===== config.mk =====
export PLATFORM = sky130hd
export DESIGN_NAME = bexkat1_intcalc_flat
export DESIGN_NICKNAME = d
export VERILOG_FILES = /design/src/rtl/bexkat1_intcalc_pkg.sv /design/src/rtl/bexkat1_intcalc_if.sv /design/src/rtl/bexkat1_intcalc_step.sv /design/src/rtl/bexkat1_intcalc.sv /design/src/flat_wrapper.sv
export SDC_FILE = /design/constraint.sdc
export NUM_CORES = 1
export LEC_CHECK = 0
export ABC_CLOCK_PERIOD_IN_PS = 6300
export CORE_AREA = 2 2 218 273
export DETAILED_ROUTE_END_ITERATION = 12
export DIE_AREA = 0 0 220 275
export SKIP_CTS_REPAIR_TIMING = 1
export SYNTH_ARGS = -nofsm -noshare
export SYNTH_HDL_FRONTEND = slang
export SYNTH_HIERARCHICAL = 1
export SYNTH_SLANG_ARGS = --single-unit

===== constraint.sdc =====
create_clock -name clk_i -period 6.3 [get_ports clk_i]
set_input_delay 0.945 -clock clk_i [delete_from_list [all_inputs] [get_ports clk_i]]
set_output_delay 0.945 -clock clk_i [all_outputs]
set_load 0.05 [all_outputs]

===== src/rtl/bexkat1_intcalc_pkg.sv =====
// Shared types for the bexkat1 integer execution unit: function codes,
// FSM states and small decode helpers.
package bexkat1_intcalc_pkg;

  typedef enum logic [3:0] {
    I_MUL   = 4'd0,
    I_DIV   = 4'd1,
    I_MOD   = 4'd2,
    I_MULU  = 4'd3,
    I_DIVU  = 4'd4,
    I_MODU  = 4'd5,
    I_MULX  = 4'd6,
    I_MULUX = 4'd7,
    I_EXT   = 4'd8,
    I_EXTB  = 4'd9,
    I_COM   = 4'd10,
    I_NEG   = 4'd11
  } intfunc_t;

  typedef enum logic [2:0] {
    INT_IDLE = 3'd0,
    INT_MUL  = 3'd1,
    INT_DIV  = 3'd2,
    INT_FIX  = 3'd3,
    INT_DONE = 3'd4
  } intstate_t;

  function automatic logic is_mul(input logic [3:0] f);
    return (f == I_MUL) || (f == I_MULU) || (f == I_MULX) || (f == I_MULUX);
  endfunction

  function automatic logic is_divmod(input logic [3:0] f);
    return (f == I_DIV) || (f == I_MOD) || (f == I_DIVU) || (f == I_MODU);
  endfunction

  function automatic logic is_signed_op(input logic [3:0] f);
    return (f == I_MUL) || (f == I_MULX) || (f == I_DIV) || (f == I_MOD);
  endfunction

endpackage


===== src/rtl/bexkat1_intcalc_if.sv =====
// Request/response bundle between the control unit (master) and the
// integer execution unit (slave).
interface bexkat1_intcalc_if #(parameter int WIDTH = 32);
  logic             start_i;
  logic [3:0]       func_i;
  logic [WIDTH-1:0] in1_i;
  logic [WIDTH-1:0] in2_i;
  logic             busy_o;
  logic             done_o;
  logic [WIDTH-1:0] out_o;
  logic [WIDTH-1:0] outx_o;
  logic             div0_o;

  modport master (
    output start_i, func_i, in1_i, in2_i,
    input  busy_o, done_o, out_o, outx_o, div0_o
  );

  modport slave (
    input  start_i, func_i, in1_i, in2_i,
    output busy_o, done_o, out_o, outx_o, div0_o
  );
endinterface


===== src/rtl/bexkat1_intcalc_step.sv =====
// One iteration of the multicycle datapath: shift-add multiply step or
// restoring divide step over a {hi, lo} accumulator.
module bexkat1_intcalc_step #(
  parameter int WIDTH = 32
) (
  input  logic               div_mode,
  input  logic [2*WIDTH-1:0] acc,
  input  logic [WIDTH-1:0]   operand,
  output logic [2*WIDTH-1:0] acc_next
);

  logic [WIDTH:0] sum_s;
  logic [WIDTH:0] shifted_s;

  // Multiply adds into hi then shifts right; divide shifts left and trial-subtracts.
  always_comb begin
    sum_s     = {1'b0, acc[2*WIDTH-1:WIDTH]} +
                (acc[0] ? {1'b0, operand} : {(WIDTH+1){1'b0}});
    shifted_s = acc[2*WIDTH-1:WIDTH-1];
    if (!div_mode) begin
      acc_next = {sum_s, acc[WIDTH-1:1]};
    end else if (shifted_s >= {1'b0, operand}) begin
      acc_next = {shifted_s[WIDTH-1:0] - operand, acc[WIDTH-2:0], 1'b1};
    end else begin
      acc_next = {shifted_s[WIDTH-1:0], acc[WIDTH-2:0], 1'b0};
    end
  end

endmodule


===== src/rtl/bexkat1_intcalc.sv =====
// Multicycle integer execution unit: iterative multiply/divide on magnitudes
// with a final sign-fix cycle, plus single-cycle unary operations.
module bexkat1_intcalc
  import bexkat1_intcalc_pkg::*;
#(
  parameter int WIDTH = 32
) (
  input  logic               clk_i,
  input  logic               rst_i,
  bexkat1_intcalc_if.slave   bus
);

  localparam int CW = $clog2(WIDTH) + 1;
  localparam logic [CW-1:0] CNT_LOAD = CW'(WIDTH);
  localparam logic [CW-1:0] CNT_ONE  = {{(CW-1){1'b0}}, 1'b1};

  function automatic logic [WIDTH-1:0] negate(input logic [WIDTH-1:0] v);
    return ~v + {{(WIDTH-1){1'b0}}, 1'b1};
  endfunction

  function automatic logic [2*WIDTH-1:0] negate_wide(input logic [2*WIDTH-1:0] v);
    return ~v + {{(2*WIDTH-1){1'b0}}, 1'b1};
  endfunction

  function automatic logic [WIDTH-1:0] magnitude(input logic [WIDTH-1:0] v, input logic sgn);
    return (sgn && v[WIDTH-1]) ? negate(v) : v;
  endfunction

  intstate_t          state_r;
  logic [3:0]         func_r;
  logic [CW-1:0]      count_r;
  logic [2*WIDTH-1:0] acc_r;
  logic [WIDTH-1:0]   opb_r;
  logic               neg_r, dsign_r;
  logic               busy_r, done_r, div0_r;
  logic [WIDTH-1:0]   out_r, outx_r;

  logic               sgn_s;
  logic [WIDTH-1:0]   mag_a_s, mag_b_s, unary_s;
  logic [2*WIDTH-1:0] acc_next_s, prod_s;
  logic [WIDTH-1:0]   fix_out_s, fix_outx_s;

  bexkat1_intcalc_step #(.WIDTH(WIDTH)) u_step (
    .div_mode (state_r == INT_DIV),
    .acc      (acc_r),
    .operand  (opb_r),
    .acc_next (acc_next_s)
  );

  // Accept-cycle decode: operand magnitudes and the immediate unary result.
  always_comb begin
    sgn_s   = is_signed_op(bus.func_i);
    mag_a_s = magnitude(bus.in1_i, sgn_s);
    mag_b_s = magnitude(bus.in2_i, sgn_s);
    case (bus.func_i)
      I_EXT:   unary_s = {{(WIDTH-16){bus.in1_i[15]}}, bus.in1_i[15:0]};
      I_EXTB:  unary_s = {{(WIDTH-8){bus.in1_i[7]}}, bus.in1_i[7:0]};
      I_COM:   unary_s = ~bus.in1_i;
      I_NEG:   unary_s = negate(bus.in1_i);
      default: unary_s = {WIDTH{1'b0}};
    endcase
  end

  // Sign fix: negate product/quotient on differing signs, remainder follows the dividend.
  always_comb begin
    prod_s = neg_r ? negate_wide(acc_r) : acc_r;
    if (is_mul(func_r)) begin
      fix_out_s  = prod_s[WIDTH-1:0];
      fix_outx_s = prod_s[2*WIDTH-1:WIDTH];
    end else if ((func_r == I_DIV) || (func_r == I_DIVU)) begin
      fix_out_s  = neg_r ? negate(acc_r[WIDTH-1:0]) : acc_r[WIDTH-1:0];
      fix_outx_s = {WIDTH{1'b0}};
    end else if ((func_r == I_MOD) || (func_r == I_MODU)) begin
      fix_out_s  = dsign_r ? negate(acc_r[2*WIDTH-1:WIDTH]) : acc_r[2*WIDTH-1:WIDTH];
      fix_outx_s = {WIDTH{1'b0}};
    end else begin
      fix_out_s  = {WIDTH{1'b0}};
      fix_outx_s = {WIDTH{1'b0}};
    end
  end

  // Control FSM with registered outputs; reset abandons any operation in flight.
  always_ff @(posedge clk_i) begin
    if (rst_i) begin
      state_r <= INT_IDLE;
      func_r  <= 4'd0;
      count_r <= {CW{1'b0}};
      acc_r   <= {(2*WIDTH){1'b0}};
      opb_r   <= {WIDTH{1'b0}};
      neg_r   <= 1'b0;
      dsign_r <= 1'b0;
      busy_r  <= 1'b0;
      done_r  <= 1'b0;
      div0_r  <= 1'b0;
      out_r   <= {WIDTH{1'b0}};
      outx_r  <= {WIDTH{1'b0}};
    end else begin
      case (state_r)
        INT_IDLE: begin
          busy_r <= 1'b0;
          done_r <= 1'b0;
          if (bus.start_i) begin
            func_r  <= bus.func_i;
            div0_r  <= 1'b0;
            outx_r  <= {WIDTH{1'b0}};
            acc_r   <= {{WIDTH{1'b0}}, mag_a_s};
            opb_r   <= mag_b_s;
            neg_r   <= sgn_s & (bus.in1_i[WIDTH-1] ^ bus.in2_i[WIDTH-1]);
            dsign_r <= sgn_s & bus.in1_i[WIDTH-1];
            count_r <= CNT_LOAD;
            if (is_mul(bus.func_i)) begin
              state_r <= INT_MUL;
            end else if (is_divmod(bus.func_i)) begin
              if (bus.in2_i == {WIDTH{1'b0}}) begin
                div0_r  <= 1'b1;
                out_r   <= ((bus.func_i == I_DIV) || (bus.func_i == I_DIVU)) ?
                           {WIDTH{1'b1}} : bus.in1_i;
                state_r <= INT_DONE;
              end else begin
                state_r <= INT_DIV;
              end
            end else begin
              out_r   <= unary_s;
              state_r <= INT_DONE;
            end
          end
        end
        INT_MUL, INT_DIV: begin
          busy_r  <= 1'b1;
          acc_r   <= acc_next_s;
          count_r <= count_r - CNT_ONE;
          if (count_r == CNT_ONE) begin
            state_r <= INT_FIX;
          end
        end
        INT_FIX: begin
          busy_r  <= 1'b1;
          out_r   <= fix_out_s;
          outx_r  <= fix_outx_s;
          state_r <= INT_DONE;
        end
        INT_DONE: begin
          busy_r  <= 1'b0;
          done_r  <= 1'b1;
          state_r <= INT_IDLE;
        end
        default: begin
          busy_r  <= 1'b0;
          done_r  <= 1'b0;
          state_r <= INT_IDLE;
        end
      endcase
    end
  end

  assign bus.busy_o = busy_r;
  assign bus.done_o = done_r;
  assign bus.div0_o = div0_r;
  assign bus.out_o  = out_r;
  assign bus.outx_o = outx_r;

endmodule


===== src/flat_wrapper.sv =====
// flat-port wrapper written by rule: the top's interface ports become plain ports
module bexkat1_intcalc_flat import bexkat1_intcalc_pkg::*;
#(
  parameter int WIDTH = 32
)
  (clk_i, rst_i, bus_start_i, bus_func_i, bus_in1_i, bus_in2_i, bus_busy_o, bus_done_o, bus_out_o, bus_outx_o, bus_div0_o);
  bexkat1_intcalc_if #(.WIDTH(WIDTH)) bus_i ();
  input  logic clk_i;
  input  logic rst_i;
  input wire logic [$bits(bus_i.start_i)-1:0] bus_start_i;
  input wire logic [$bits(bus_i.func_i)-1:0] bus_func_i;
  input wire logic [$bits(bus_i.in1_i)-1:0] bus_in1_i;
  input wire logic [$bits(bus_i.in2_i)-1:0] bus_in2_i;
  output wire logic [$bits(bus_i.busy_o)-1:0] bus_busy_o;
  output wire logic [$bits(bus_i.done_o)-1:0] bus_done_o;
  output wire logic [$bits(bus_i.out_o)-1:0] bus_out_o;
  output wire logic [$bits(bus_i.outx_o)-1:0] bus_outx_o;
  output wire logic [$bits(bus_i.div0_o)-1:0] bus_div0_o;
  assign bus_i.start_i = bus_start_i;
  assign bus_i.func_i = bus_func_i;
  assign bus_i.in1_i = bus_in1_i;
  assign bus_i.in2_i = bus_in2_i;
  assign bus_busy_o = bus_i.busy_o;
  assign bus_done_o = bus_i.done_o;
  assign bus_out_o = bus_i.out_o;
  assign bus_outx_o = bus_i.outx_o;
  assign bus_div0_o = bus_i.div0_o;
  bexkat1_intcalc #(.WIDTH(WIDTH)) u_core (.clk_i(clk_i), .rst_i(rst_i), .bus(bus_i));
endmodule

==> results of run 1 <==
## metrics by stage
step | cells | setup WS (ns) | util | cell area (um^2)
after floorplan | 2356 | 2.90 | - | 17200
after global placement | 3089 | 1.95 | 0.328 | 19000
after detailed placement | 3089 | 1.80 | 0.328 | 19000
after CTS | 3121 | 2.11 | 0.339 | 19700
after global routing | 3123 | 1.81 | 0.339 | 19700
final | 3123 | 2.03 | 0.339 | 19700
## critical path: cells and delay by family (launching register included)
family                   cells  cell delay [ns]
adder cells (fa/ha/maj)      2             0.45
AO/OA/AOI/OAI                9             1.99
AND/OR/NAND/NOR              3             0.66
flip-flops                   1             1.01
## state kept, by name, summed over array words and instances, names as in the netlist, 3 cells and up
register	count
u_core/acc_r	64
u_core/bus.out_o	32
u_core/bus.outx_o	32
u_core/opb_r	32
u_core/count_r	6
u_core/func_r	4
u_core/state_r	3
## layer usage
| metal | part of all wire | GRT usage | vias to the layer above |
|---|---|---|---|
| li1 | - | - | 8695 |
| met3 | 0.064 | 0.0261 | 149 |
| met4 | 0.037 | 0.0913 | 0 |
| met5 | 0 | 0 | - |
| met2 | 0.47 | 0.364 | 797 |
| met1 | 0.43 | 0.289 | 8844 |
## cells by family after synthesis
kind of cell,Yosys count
and+or+nand+nor,820
AOI/OAI and AO/OA,745
buffers and inverters,271
xor gates and xnor gates,208
DFF,178
adders and majority gates,72
muxes,62
## area by class of cell
cell class	count	area, um^2	area share
repair buffers	169	1610	0.0818
inverters	78	293	0.0149
multi-input cells	1907	12600	0.642
flip-flops and latches	178	3560	0.181
clock inverters	13	174	0.00884
well taps	757	947	0.0481
clock buffers	19	453	0.0230
diodes	2	5.00	0.000254
## synthesized netlist by cell type (29+ instances only)
cell type	n	area, um^2
nand2_1	212	796
o31ai_1	43	323
xor2_1	111	972
mux2_2	33	372
xnor2_1	97	850
a31oi_1	37	231
inv_1	77	289
mux2i_1	29	290
and2_1	38	238
a21o_1	42	315
nor3_1	45	225
nor2_1	179	672
dfxtp_1	178	3560
or3_1	37	231
a21oi_1	203	1020
ha_1	70	876
clkbuf_1	148	556
nand3_1	94	470
o21ai_0	133	666
a211oi_1	47	353
nor4_1	33	206
## cells in the final DEF, fill, tap and decap left out, drive strengths merged, types with 14 or more instances in the layout
cell type | netlist | routed
o21a | 14 | 14
inv | 78 | 82
or4 | 26 | 26
clkbuf | 150 | 19
a21o | 42 | 42
nand4 | 27 | 27
mux2 | 33 | 33
nand2b | 21 | 21
buf | 43 | 33
o21ai | 142 | 142
nor4 | 38 | 38
o221ai | 18 | 18
nand3 | 95 | 95
clkdlybuf4s50 | 0 | 136
nand2 | 212 | 212
o31ai | 47 | 47
or3 | 40 | 40
o211ai | 31 | 31
nor3 | 46 | 46
or2 | 18 | 18
xnor2 | 97 | 97
a211o | 15 | 15
and2 | 39 | 39
ha | 70 | 70
a31oi | 38 | 38
mux2i | 29 | 29
a311oi | 15 | 15
a21oi | 204 | 204
a221oi | 14 | 14
nor2 | 180 | 180
and3 | 16 | 16
o41ai | 26 | 26
dfxtp | 178 | 178
xor2 | 111 | 111
a211oi | 49 | 49
## power groups by stage
| stage | Combinational, mW | Clock, mW | Sequential [mW] |
|---|---|---|---|
| 2_1_floorplan | 1.46 | 0 | 1.43 |
| 3_3_place_gp | 1.99 | 0 | 1.47 |
| 3_5_place_dp | 2.00 | 0 | 1.47 |
| 4_1_cts | 2.01 | 1.20 | 1.45 |
| 5_1_grt | 2.23 | 1.25 | 1.47 |
| 6_report | 2.05 | 1.19 | 1.45 |
## worst max-delay path by stage
stage	startpoint	endpoint	slack (ns)	cells past startpoint
after floorplan	u_core/acc_r[0]	u_core/acc_r[59]	2.90	15
after global placement	bus_in2_i[2]	u_core/bus.out_o[26]	1.95	8
after detailed placement	bus_in2_i[3]	u_core/bus.out_o[26]	1.80	8
after CTS	u_core/acc_r[0]	u_core/acc_r[59]	2.11	14
after global routing	u_core/acc_r[0]	u_core/acc_r[62]	1.81	14
final	u_core/acc_r[0]	u_core/acc_r[61]	2.03	14
==> metrics.csv, run 1 <==
metric;value;unit
HP Class;register to register;
pin count of the biggest net entering global routing;88;
Remaining DRCs;0;
Max Cap Viol;0;
Compound-Gate Fraction of Synth Area;0.291;
Initial Utilization;0.297;
Syn. warnings;6;
Clock H-tree levels;4;
vias per cell;5.92;
Slowest-stage cell, CP;dfxtp_1;
final-report hold violation count;0;
Hold Crit Start;u_core/bus.outx_o[22];
Synth Area in XOR/XNOR;0.106;
worst-path maximum fanout;27;
total grt overflow;0;
# clock sinks;178;
setup slack, reg-to-reg;2.03;ns
DRT Pass-1 Iters;6;
Max stage delay on crit path;1.01;ns
Slew HR;0.140;
Ports;138;
Pwr per Cell Area;238;nW/um^2
drt wl/cell;21.7;um
number of buffers created by CTS;17;
CP cell instances;and2_1 -> ha_1 -> fa_1 -> a21o_1 -> a211oi_2 -> and4bb_1 -> o211ai_2 -> a211oi_2 -> o2111ai_1 -> a31oi_1 -> a211oi_1 -> a221o_1 -> nand2_1 -> a21oi_1;
first-pass GRT wire length;105000;um
Cells on Worst Hold Path;2;
crit path DAT;4.59;ns
Clock power frac;0.253;
Syn Std Cell Area;17200;um^2
largest family of logic cells by synthesized area;compound AO/OA/AOI/OAI gates;
initial antenna violation count;2;
crit start category;register;
Initial DRC Count;1871;
Root Driver;clkbuf_16;
Post-synth ARST share;0;
max-slew violations;0;
Routed Antenna Nets;0;
critical path class;register to register;
Post-DP HPWL;50600;um
DR vias;18485;
Final Cycle Share;0.678;
Placeable Area;58000;um^2
share of layout cells above drive strength 1;0.0728;
Synth Instances;2356;
nets;2494;
Tot Pwr;4.68;mW
synthesized-area fraction occupied by adder cells;0.0532;
CP endpoint kind;register;
Layout fillers;6269;
clock transition at the registers of the reported paths;0.07;ns
R2R cell count;14;
RR Startpoint;u_core/acc_r[0];
post-route setup TNS;0;ns
IO Port Bufs;137;
Net Switching;2.05;mW
Seq/Total Area, Yosys;0.207;
Area growth syn-to-layout;14.2;%
CP Data Required Time;6.62;ns
Sequential Power Share;0.310;
DIE HEIGHT;275;um
min Tclk post-route;4.27;ns
wirelength, routed;67800;um
final setup skew;0.0203;ns
ys flop type;dfxtp_1;
f_max;234;MHz
Internal;2.64;mW
#FFs+latches synth;178;
Total Die Area;60500;um^2
leakage;7.16;nW
WHS Endpoint;u_core/bus.outx_o[22];
Sw Ratio;0.437;
syn_nets;2499;
Least-Margin Pin Slew;1.29;ns
TritonCTS clock tree;built;
Max Buffers Root-to-Sink;2;
Skew-Pair Late Insertion Delay;0.48;ns
final setup fails;0;
vias in the first global route;17468;
Reg2Reg Capture Point;u_core/acc_r[61];
mux cell area share after synthesis;0.0384;
die width;220;um
Mean Syn Cell Area;7.31;um^2
number of enable flip-flop cells after synthesis;0;
VDD IR max;0.235;mV
Post-Synth Simple-Gate Area;0.243;
cell mode on critical path;a211oi_2;
gpl congestion;0.945;
status;complete, no violations;
row cnt;99;
final hold slack;0.455;ns
Logic pwr share;0.437;
Netlist cell types;98;
unrepaired setup endpoints after global routing;no;
gr usage total;0.220;
Power figures use the tool's default switching activity.
==> inputs of run 2 (changes only) <==
--- a/config.mk
+++ b/config.mk
@@ -5,7 +5,7 @@
 export SDC_FILE = /design/constraint.sdc
 export NUM_CORES = 1
 export LEC_CHECK = 0
-export ABC_CLOCK_PERIOD_IN_PS = 6300
+export ABC_CLOCK_PERIOD_IN_PS = 3800
 export CORE_AREA = 2 2 218 273
 export DETAILED_ROUTE_END_ITERATION = 12
 export DIE_AREA = 0 0 220 275
==> constraint.sdc (replaced) <==
create_clock -name clk_i -period 3.8 [get_ports clk_i]
set_input_delay 0.57 -clock clk_i [delete_from_list [all_inputs] [get_ports clk_i]]
set_output_delay 0.57 -clock clk_i [all_outputs]
set_load 0.05 [all_outputs]
==> metrics.csv, run 2 (same netlist as run 1, synthesis figures left out) <==
metric;value;unit
worst-path maximum fanout;5;
die width;220;um
vias per cell;5.77;
number of buffers created by CTS;17;
TritonCTS clock tree;built;
Placeable Area;58000;um^2
Clock H-tree levels;4;
max-slew violations;0;
final hold slack;0.453;ns
CP endpoint kind;register;
f_max;279;MHz
Pwr per Cell Area;381;nW/um^2
Finished Core Util;0.350;
vias in the first global route;17766;
IO Port Bufs;137;
Multi-input gate area;12600;um^2
clock transition at the registers of the reported paths;0.08;ns
Remaining DRCs;0;
Skew-Pair Late Insertion Delay;0.47;ns
drt wl/cell;21.5;um
Post-DP HPWL;53600;um
pin count of the biggest net entering global routing;69;
Slew HR;0.330;
Largest register FFs;64;
final setup skew;0.0144;ns
status;complete, no violations;
first-pass GRT wire length;105000;um
nets;2585;
Layout fillers;6261;
Final Cycle Share;0.943;
leakage;7.58;nW
HP Class;register to register;
Total Die Area;60500;um^2
wirelength, routed;69100;um
Root Driver;clkbuf_16;
most common cell after layout, fill and taps aside;nand2_1;
Initial Utilization;0.297;
final-report hold violation count;0;
CP Data Required Time;4.14;ns
Max Buffers Root-to-Sink;2;
Ant. Diodes;0;
share of layout cells above drive strength 1;0.108;
Max Cap Viol;0;
VDD IR max;0.349;mV
crit path DAT;3.92;ns
flip-flop and latch area;3560;um^2
post-route setup TNS;0;ns
min Tclk post-route;3.59;ns
DR vias;18526;
gr usage total;0.223;
total grt overflow;0;
# clock sinks;178;
Initial DRC Count;1843;
Area growth syn-to-layout;17.9;%
Routed Antenna Nets;0;
unrepaired setup endpoints after global routing;no;
Least-Margin Pin Slew;1.00;ns
DRT Pass-1 Iters;8;
gpl congestion;0.939;
Ports;138;
most frequent cells in the layout;nand2_1 (212), a21oi_1 (202), dfxtp_1 (178);
crit start category;register;
initial antenna violation count;0;
critical path class;register to register;
register name with the most flops;u_core/acc_r;
row cnt;99;
final setup fails;0;
DIE HEIGHT;275;um
## run 2: cell count changes in the layout (fill, tap and decap cells not counted), moves of 2 or more
| cell | before | now |
|---|---|---|
| buf_4 | 33 | 122 |
| bufinv_16 | 3 | 0 |
| clkinv_4 | 3 | 0 |
| clkinvlp_4 | 1 | 4 |
| a2111oi_0 | 8 | 6 |
| buf_12 | 0 | 2 |
| clkbuf_8 | 2 | 0 |
| diode_2 | 2 | 0 |
| inv_6 | 2 | 4 |
| inv_8 | 2 | 4 |
## run 2: final cells by class
cell class	instances	area share
multi-input combinational	1907	0.622
timing repair buffer	260	0.114
clock buffer	18	0.0211
clock inverter	14	0.00591
inverter	78	0.0144
sequential	178	0.175
tap	757	0.0466
## run 2: critical path: stages, from the launching register on
cell      delay (ns)
dfxtp_1         0.35
and2_1          0.15
ha_1            0.21
fa_1            0.40
a21o_1          0.21
a211oi_2        0.25
and4bb_1        0.25
o211ai_2        0.24
a211oi_2        0.15
o211ai_2        0.22
or4b_1          0.46
and4_1          0.22
a221o_1         0.25
nand2_1         0.06
a21oi_1         0.06
## run 2: final timing paths
path | startpoint | end | slack (ns) | cells after the start
max | u_core/acc_r[0] | u_core/acc_r[59] | 0.21 | 14
min | u_core/bus.outx_o[17] | u_core/bus.outx_o[17] | 0.45 | 2
max reg2reg | u_core/acc_r[0] | u_core/acc_r[59] | 0.21 | 14
min reg2reg | u_core/bus.outx_o[17] | u_core/bus.outx_o[17] | 0.45 | 2
## run 2: where the power goes
part | total (mW) | switching, mW | internal (mW)
clock | 1.76 | 0.897 | 0.860
sequential | 2.36 | 0.299 | 2.06
combinational | 3.61 | 2.27 | 1.34
total | 7.73 | 3.47 | 4.26
## run 2: metal layers
metal	global-route usage	wire (um)	share of wire
met4	0.100	2830	0.041
met2	0.379	33100	0.48
met1	0.285	29800	0.43
met3	0.0232	3390	0.049
met5	0	0	0
## run 2: through the flow
step                      cell area, um^2  power (mW)  worst slack (ns)  cells
after CTS                           20300        7.70             0.156   3212
after global routing                20300        8.15            0.0114   3212
after floorplan                     17200        4.79             0.400   2356
after detailed placement            19700        5.93             0.103   3180
after global placement              19700        5.89             0.165   3180
final                               20300        7.73             0.215   3212
